===== config.mk =====
export PLATFORM = sky130hd
export DESIGN_NAME = f1_vector_sequencer
export DESIGN_NICKNAME = d
export VERILOG_FILES = /design/src/rtl/f1_pkg.sv /design/src/rtl/f1_hold_timer.sv /design/src/rtl/f1_vector_sequencer.sv
export SDC_FILE = /design/constraint.sdc
export NUM_CORES = 1
export LEC_CHECK = 0
export CORE_MARGIN = 10
export CORE_UTILIZATION = 53
export CTS_CLUSTER_SIZE = 20
export DETAILED_ROUTE_END_ITERATION = 10
export HOLD_SLACK_MARGIN = 0.12
export PLACE_DENSITY_LB_ADDON = 0.25
export SLEW_MARGIN = 10
export SYNTH_ARGS = -nofsm -noshare
export SYNTH_HDL_FRONTEND = slang
export SYNTH_HIERARCHICAL = 1
export SYNTH_SLANG_ARGS = --single-unit

===== constraint.sdc =====
create_clock -name clk -period 5.27 [get_ports clk]
set_input_delay 0.7905 -clock clk [delete_from_list [all_inputs] [get_ports clk]]
set_output_delay 0.7905 -clock clk [all_outputs]
set_load 0.005 [all_outputs]

===== src/rtl/f1_pkg.sv =====
// Shared definitions for the f1 exhaustive vector sequencer.
//   state_t   : sequencer FSM states (IDLE, RUN, DONE)
//   VEC_COUNT : number of input vectors in a sweep (all 4-bit patterns)
//   VEC_W     : width of the vector index
//   ERR_W     : width of the mismatch counter (must hold 0..16)
//   LAST_VEC  : index of the final vector of a sweep
package f1_pkg;

  typedef enum logic [1:0] {
    IDLE = 2'd0,
    RUN  = 2'd1,
    DONE = 2'd2
  } state_t;

  localparam int VEC_COUNT = 16;
  localparam int VEC_W     = 4;
  localparam int ERR_W     = 5;

  localparam logic [VEC_W-1:0] LAST_VEC = VEC_W'(VEC_COUNT - 1);

endpackage


===== src/rtl/f1_hold_timer.sv =====
// Hold-time counter for the vector sequencer. Counts enabled cycles from 0 to
// HOLD_CYCLES-1 and wraps back to 0; expire marks the last cycle of a hold.
// Ports:
//   clk, rst_n : clock, asynchronous active-low reset
//   clear      : synchronous clear to 0 (wins over enable)
//   enable     : count this cycle
//   expire     : combinational, high when enabled and at HOLD_CYCLES-1
module f1_hold_timer #(
  parameter int HOLD_CYCLES = 5
) (
  input  logic clk,
  input  logic rst_n,
  input  logic clear,
  input  logic enable,
  output logic expire
);

  localparam int CNT_W = (HOLD_CYCLES > 2) ? $clog2(HOLD_CYCLES) : 1;
  localparam logic [CNT_W-1:0] LAST = CNT_W'(HOLD_CYCLES - 1);

  logic [CNT_W-1:0] cnt;

  assign expire = enable && (cnt == LAST);

  always_ff @(posedge clk or negedge rst_n) begin
    if (!rst_n) begin
      cnt <= '0;
    end else if (clear) begin
      cnt <= '0;
    end else if (enable) begin
      // Wrapping on expire starts the next vector's hold at 0 without an
      // extra clear from the sequencer.
      cnt <= expire ? '0 : cnt + 1'b1;
    end
  end

endmodule


===== src/rtl/f1_vector_sequencer.sv =====
// Exhaustive tester for a 4-input boolean function f1. A sweep drives every
// vector {a,b,c,d} = 0..15 for HOLD_CYCLES cycles each, samples f1 on the last
// cycle of each hold and compares it with EXPECTED[vector]. Mismatch count,
// first failing vector and a pass flag are kept until the next sweep.
//
// Handshake: start is a level request sampled only in IDLE; the edge that sees
// start=1 in IDLE accepts it (there is no ready output -- busy/done report
// progress). start in RUN or DONE is ignored.
//
// Ports:
//   clk, rst_n  : clock, asynchronous active-low reset
//   start       : request a sweep
//   f1          : response of the function under test
//   a, b, c, d  : stimulus bits (a = MSB of vec_idx), 0 outside RUN
//   busy        : sweep in progress (RUN)
//   done        : one-cycle pulse in the DONE state
//   vec_idx     : vector currently driven (holds 15 after a sweep)
//   err_cnt     : mismatches in the current or last sweep
//   fail_valid  : at least one mismatch recorded
//   first_fail  : index of the first mismatching vector
//   pass        : last completed sweep had no mismatches
module f1_vector_sequencer
  import f1_pkg::*;
#(
  parameter int          HOLD_CYCLES = 5,
  parameter logic [15:0] EXPECTED    = 16'h6996
) (
  input  logic             clk,
  input  logic             rst_n,
  input  logic             start,
  input  logic             f1,
  output logic             a,
  output logic             b,
  output logic             c,
  output logic             d,
  output logic             busy,
  output logic             done,
  output logic [VEC_W-1:0] vec_idx,
  output logic [ERR_W-1:0] err_cnt,
  output logic             fail_valid,
  output logic [VEC_W-1:0] first_fail,
  output logic             pass
);

  state_t           state;
  state_t           state_next;
  logic             expire;
  logic             mismatch;
  logic [ERR_W-1:0] err_next;

  // Counter sits at 0 throughout IDLE, so an accepted start always begins
  // vector 0 with a full hold.
  f1_hold_timer #(
    .HOLD_CYCLES(HOLD_CYCLES)
  ) u_hold_timer (
    .clk   (clk),
    .rst_n (rst_n),
    .clear (state == IDLE),
    .enable(state == RUN),
    .expire(expire)
  );

  assign mismatch = expire && (f1 != EXPECTED[vec_idx]);
  assign err_next = err_cnt + ERR_W'(mismatch);

  // State register
  always_ff @(posedge clk or negedge rst_n) begin
    if (!rst_n) begin
      state <= IDLE;
    end else begin
      state <= state_next;
    end
  end

  // Next state and state-decoded outputs
  always_comb begin
    state_next   = state;
    busy         = 1'b0;
    done         = 1'b0;
    {a, b, c, d} = 4'b0000;
    case (state)
      IDLE: begin
        if (start) state_next = RUN;
      end
      RUN: begin
        busy         = 1'b1;
        {a, b, c, d} = vec_idx;
        if (expire && (vec_idx == LAST_VEC)) state_next = DONE;
      end
      DONE: begin
        done       = 1'b1;
        state_next = IDLE;
      end
      default: state_next = IDLE;
    endcase
  end

  // Sweep bookkeeping: vector index, error tracking and the pass verdict.
  always_ff @(posedge clk or negedge rst_n) begin
    if (!rst_n) begin
      vec_idx    <= '0;
      err_cnt    <= '0;
      fail_valid <= 1'b0;
      first_fail <= '0;
      pass       <= 1'b0;
    end else if ((state == IDLE) && start) begin
      vec_idx    <= '0;
      err_cnt    <= '0;
      fail_valid <= 1'b0;
      first_fail <= '0;
      pass       <= 1'b0;
    end else if (expire) begin
      err_cnt <= err_next;
      if (mismatch && !fail_valid) begin
        fail_valid <= 1'b1;
        first_fail <= vec_idx;
      end
      if (vec_idx != LAST_VEC) begin
        vec_idx <= vec_idx + 1'b1;
      end else begin
        // Uses err_next so a mismatch on the final sample is reflected in
        // pass during the DONE cycle.
        pass <= (err_next == '0);
      end
    end
  end

endmodule


==> flow_summary.toml, run 1 <==
[pwr]
seqPwrFrac_pct = 39.1
powerDensity_nw_per_um2 = 439.4
swShare_pct = 35.65
peakVddDrop_mv = 0.3060
internal-power_mw = 0.3938
leakage_nw = 0.6388
p_sw_mw = 0.2181
pwr-share-clk_pct = 14.4
pwr-share-comb_pct = 46.5

[grt]
grt-ovfl-total = 0
grt_pass1_vias = 897
grt_max_degree = 21
antenna_found_initial = 0
grt_first_pass_wirelength_um = 4008
grt.total_usage_pct = 11.47

[clock_tree]
clk_path_buf_depth = 2
clk_pin_slew_worst_paths_ns = 0.11
postCtsHoldBufs = 0
worstSkewPairLatency_ns = 0.29
post_cts_buffers = 0
numCtsBuffers = 3
htree_levels = 1
cts_resized = 0
cts_root_buffer = "clkbuf_4"
cts.sinks = 20
cts_tree = "built"

[sta]
relSlewSlack_pct = 42.15
fin_tns_setup_ns = 0
layout_min_cycle_time_ns = 2.842
whs_ns = 0.4836
finalClockSkew_ns = 0.0006114
rsz0062_at_grt = "no"
finalCritPeriodShare_pct = 53.92
fmax_mhz = 351.9
hold_violations = 0
setup_viol = 0
worst-slew-pin-transition_ns = 0.8651
maxSlewViolCount = 0

[synthesis]
ys_seq_elements = 20
yosys_warnings = 6
synth_compound_gate_area_share_pct = 7.883
synthMuxAreaShare_pct = 2.703
synthSimpleGateAreaFrac_pct = 23.76
synth_area_um2 = 1111
synth_nets = 119
syn_inst = 110
yosys.area_share.adder_pct = 5.631
synth_xor_area_share_pct = 11.71
synth_cell_types = 32
syn-mean-instance-area_um2 = 10.10
ys_seq_area_share_pct = 45.05
synth_top_family_by_area = "simple AND/OR/NAND/NOR gates"

[floorplan]
initial_core_util_pct = 56.06
chipWidth_um = 65.79
row_count = 16
core-area_um2 = 1982
dieArea_um2 = 4328
die_h_um = 65.79
boundaryPins = 25

[critical_path]
max_stage_delay_ns = 0.59
crit_family = "simple AND/OR/NAND/NOR gates"
path_class = "reg2out"
path_cells = "nor2b_1 -> and2_2 -> clkdlybuf4s50_1"
worstSetupStartpointType = "flip-flop"
worstPathBufferInverterCount = 1
timing.critical_path.required_ns = 4.48
cp_slowest_cell = "nor2b_1"
critPathMaxFanout = 12
cp-end-kind = "output port"
arrival_ns = 2.05

[layout]
area_delta_synth_final_pct = 25.34
n_antenna_cell = 0
final_cell_area_um2 = 1393
multiInputGateArea_um2 = 574.3
drive_above_1_share_pct = 8.955
regArea_um2 = 500.5
fillers = 159
fin_nets = 144

[routing]
drc = 0
viasPerCell = 5.466
vias = 880
drt_pass1_iterations = 4
drt_iter0_markers = 55
final_antenna_net_count = 0
wl_per_cell_um = 14.03
wl_um = 2259

[placed_design]
post-dp-hpwl_um = 1786
place_congestion = 0.8499
portBuffers = 24
place_area_um2 = 1356

[worst_hold_path]
hp-class = "reg2reg"

[run_status]
status = "finished clean"

[job]
drv_cap = 0
## kinds of logic (layout without fill, tap and decap cells)
kind of cell / count (synthesis) / count (layout)
buf+inv: 6 / 30
xor+xnor: 11 / 11
mux: 3 / 3
flops: 20 / 20
compound gates: 16 / 16
simple gates: 49 / 49
fa+ha+maj: 5 / 5
## stage by stage
stage | utilization [%] | instances | worst slack (ns) | total power, mW
final | 70.27 | 161 | 2.428 | 0.6119
after detailed placement | 68.43 | 157 | 2.266 | 0.5327
after CTS | 70.27 | 161 | 2.386 | 0.6230
after global placement | 68.43 | 157 | 2.341 | 0.5192
after floorplan | - | 110 | 2.855 | 0.4142
after global routing | 70.27 | 161 | 2.157 | 0.6646
## synthesized netlist by cell type, drive strengths merged
cell    number  area [µm²]
o211a        1       10.01
xnor2        3       41.29
and4b        1       11.26
xor2         8       88.84
inv          2       7.510
and3         4       26.28
nand2b       2       12.51
o21a         1       7.510
nor4         1       6.260
nor3b        1       7.510
nand4        2       12.51
buf          4       28.78
ha           5       62.56
o21ai        5       25.02
and2         6       41.30
dfrtp       20       500.5
nand3        8       40.04
nor2         9       33.78
nor3         3       20.02
nand2        9       33.78
nor2b        3       18.77
a21oi        9       45.04
mux2i        3       30.03
## flip-flops by register name, indices dropped and copies added (netlist names)
register,cells
fail_valid,1
state,2
vec_idx,4
err_cnt,5
first_fail,4
pass,1
u_hold_timer/cnt,3
## cells in the final DEF (no fill, tap or decap), types with 2 or more instances in the layout
| master | count |
|---|---|
| xnor2_2 | 2 |
| nor3_1 | 2 |
| xor2_1 | 7 |
| and2_1 | 3 |
| ha_1 | 5 |
| nand4_1 | 2 |
| mux2i_1 | 3 |
| nor2b_1 | 3 |
| clkbuf_4 | 3 |
| nand2b_1 | 2 |
| clkdlybuf4s50_1 | 24 |
| and3_1 | 3 |
| a21oi_1 | 9 |
| inv_1 | 2 |
| nand2_1 | 9 |
| dfrtp_1 | 20 |
| o21ai_0 | 5 |
| nand3_1 | 8 |
| nor2_1 | 9 |
## power by group through the flow
stage	clock [mW]	sequential, mW	combinational (mW)
after floorplan	0	0.230	0.184
after global placement	0	0.239	0.280
after detailed placement	0	0.243	0.290
after CTS	0.0922	0.240	0.291
after global routing	0.100	0.249	0.316
final	0.0881	0.239	0.285
## worst paths after layout
kind | from | depth (start not counted) | end | slack, ns
max | state[0] | 3 | a | 2.43
min | state[1] | 1 | state[1] | 0.48
max reg2reg | state[0] | 9 | pass | 2.53
min reg2reg | state[1] | 1 | state[1] | 0.48
max in group asynchronous | rst_n | 1 | first_fail[1] | 3.77
min in group asynchronous | rst_n | 1 | err_cnt[4] | 0.98
## routing by layer
| metal | GRT usage, % | share of wire (%) | up-vias |
|---|---|---|---|
| li1 | - | - | 426 |
| met1 | 13.05 | 39 | 418 |
| met2 | 18.96 | 50 | 34 |
| met3 | 3.729 | 9.7 | 2 |
| met4 | 5.348 | 0.62 | 0 |
| met5 | 0 | 0 | - |
## cell type report
type / count / area share (%)
inverter: 2 / 0.5391
sequential: 20 / 35.94
tap: 27 / 2.426
clock buffer: 4 / 2.606
timing repair buffer: 24 / 17.25
multi-input combinational: 84 / 41.24
Power figures use the tool's default switching activity.
==> inputs of run 2 (changes only) <==
--- a/config.mk
+++ b/config.mk
@@ -6,7 +6,7 @@
 export NUM_CORES = 1
 export LEC_CHECK = 0
 export CORE_MARGIN = 10
-export CORE_UTILIZATION = 53
+export CORE_UTILIZATION = 44
 export CTS_CLUSTER_SIZE = 20
 export DETAILED_ROUTE_END_ITERATION = 10
 export HOLD_SLACK_MARGIN = 0.12
==> constraint.sdc (replaced) <==
create_clock -name clk -period 2.5 [get_ports clk]
set_input_delay 0.375 -clock clk [delete_from_list [all_inputs] [get_ports clk]]
set_output_delay 0.375 -clock clk [all_outputs]
set_load 0.005 [all_outputs]
==> run 2 against run 1 <==
Effect of this change: setup slack got worse by 2.2 ns; combinational power up 140%; first-iteration DRC count shrank 31%; final cell count increased by 6.8%; critical path depth up 6; sequential share of layout area is 1.6 points lower; utilization shrank 10 points; die area rose by 14%; highest routed layer unchanged.
==> flow_summary.toml, run 2 (synthesis results as in run 1) <==
[placed_design]
place_congestion = 0.8342
portBuffers = 24
preCtsSetupSlack_ns = 0.02640
place_area_um2 = 1428
post-dp-hpwl_um = 1925

[grt]
grt-ovfl-total = 0
grt_pass1_vias = 905
grt_first_pass_wirelength_um = 4422
grt.total_usage_pct = 10.47
grt_max_degree = 21
antenna_found_initial = 0

[routing]
wl_um = 2471
routed.top_layer = "met4"
drc = 0
m1WireLength_um = 1095
final_antenna_net_count = 0
drt_iter0_markers = 38
vias = 882
wl_per_cell_um = 14.37
viasPerCell = 5.128
dr_wl_met3_um = 183
met2_wirelength_um = 1179
drt_pass1_iterations = 4

[sta]
hold_violations = 0
relSlewSlack_pct = 77.46
layout_min_cycle_time_ns = 2.312
finalClockSkew_ns = 0.0006487
fin_tns_setup_ns = 0
rsz0062_at_grt = "no"
finalCritPeriodShare_pct = 92.50
finalWorstSetupSlack_ns = 0.1876
setup_viol = 0
worst-slew-pin-transition_ns = 0.3368
maxSlewViolCount = 0
whs_ns = 0.4124
fmax_mhz = 432.4

[critical_path]
path_cells = "ha_1 -> xnor2_2 -> xnor2_2 -> and2_4 -> ha_1 -> ha_1 -> nor4_2 -> o21ai_1 -> a21oi_1"
path_class = "reg2reg"
cp_slowest_cell = "dfrtp_1"
crit_top_cell = "ha_1"
worstSetupStartpointType = "flip-flop"
timing.critical_path.required_ns = 2.72
arrival_ns = 2.54
crit_family = "adder cells"
max_stage_delay_ns = 0.40
critPathMaxFanout = 2
cp-end-kind = "flip-flop"
worstPathBufferInverterCount = 0

[clock_tree]
cts.sinks = 20
numCtsBuffers = 3
htree_levels = 1
worstSkewPairLatency_ns = 0.29
cts_root_buffer = "clkbuf_4"
clk_path_buf_depth = 2
clk_pin_slew_worst_paths_ns = 0.11
post_cts_buffers = 0
cts_tree = "built"

[layout]
final_common_cell = "clkdlybuf4s50_1"
n_antenna_cell = 0
top_regs = "err_cnt x5, first_fail x4, vec_idx x4"
area_delta_synth_final_pct = 31.08
fin_nets = 153
fillers = 224
drive_above_1_share_pct = 14.79
final_cell_mix = "24 x clkdlybuf4s50_1, 20 x dfrtp_1"
final_cell_area_um2 = 1456
largest_reg_flops = 5
regMostFlops = "err_cnt"

[job]
drv_cap = 0

[run_status]
status = "finished clean"

[pwr]
swShare_pct = 35.64
pwr-share-comb_pct = 52.2
pwr-share-clk_pct = 11.2
seqPwrFrac_pct = 36.6
internal-power_mw = 0.8524
p_sw_mw = 0.4720
leakage_nw = 0.6789
powerDensity_nw_per_um2 = 909.4
peakVddDrop_mv = 0.6207

[floorplan]
chipWidth_um = 70.25
core-area_um2 = 2432
row_count = 18
dieArea_um2 = 4935
initial_core_util_pct = 45.68
boundaryPins = 25
die_h_um = 70.25

[worst_hold_path]
hp-class = "in2async"
==> run 2: cell types whose count changed in the layout (fill, tap and decap cells not counted) <==
cell	before	now
o21ai_0	5	4
nor4_1	1	0
clkbuf_8	1	0
o21ai_1	0	1
buf_4	0	9
nor4_2	0	1
==> run 2: cell type report <==
cell class,count,area [µm²],area share (%)
multi-input combinational,84,580.6,39.86
timing repair buffer,33,307.8,21.13
tap,30,37.54,2.577
inverter,2,7.507,0.5155
sequential,20,500.5,34.36
clock buffer,3,22.52,1.546
==> run 2: per-layer routing <==
metal | global-route usage [%] | vias to the layer above
li1 | - | 439
met1 | 12.96 | 425
met2 | 16.27 | 16
met3 | 3.955 | 2
met4 | 3.289 | 0
met5 | 0 | -
==> run 2: worst reg2reg max path, cell delays in order, from the launching register on <==
cell     delay, ns
dfrtp_1       0.40
ha_1          0.34
xnor2_2       0.17
xnor2_2       0.15
and2_4        0.16
ha_1          0.19
ha_1          0.31
nor4_2        0.27
o21ai_1       0.10
a21oi_1       0.15
==> run 2: final timing paths <==
check | cells after the start | end | slack, ns | start
hold / removal | 2 | u_hold_timer/cnt[2] | 0.41 | rst_n
setup reg to reg | 9 | pass | 0.19 | vec_idx[0]
min in group clk | 1 | state[1] | 0.49 | state[1]
hold reg to reg | 1 | state[1] | 0.49 | state[1]
setup / recovery | 9 | pass | 0.19 | vec_idx[0]
max in group asynchronous | 2 | vec_idx[3] | 1.88 | rst_n
==> run 2: repair_timing <==
item / CTS / global route
setup endpoints to repair: 0 / 1
resized for setup: 0 / 2
hold buffers: 0 / 0
==> run 2: stage by stage <==
step | util [%] | power [mW] | instances
6_report | 59.88 | 1.324 | 172
5_1_grt | 59.88 | 1.448 | 172
4_1_cts | 59.62 | 1.341 | 172
3_3_place_gp | 58.69 | 1.172 | 169
2_1_floorplan | - | 0.8731 | 110
3_5_place_dp | 58.69 | 1.193 | 169
==> run 2: power by group through the flow <==
stage / clock [mW] / sequential (mW) / combinational [mW]
3_3_place_gp: 0 / 0.487 / 0.686
4_1_cts: 0.154 / 0.486 / 0.701
6_report: 0.148 / 0.485 / 0.692
5_1_grt: 0.174 / 0.499 / 0.776
2_1_floorplan: 0 / 0.484 / 0.389
3_5_place_dp: 0 / 0.493 / 0.700
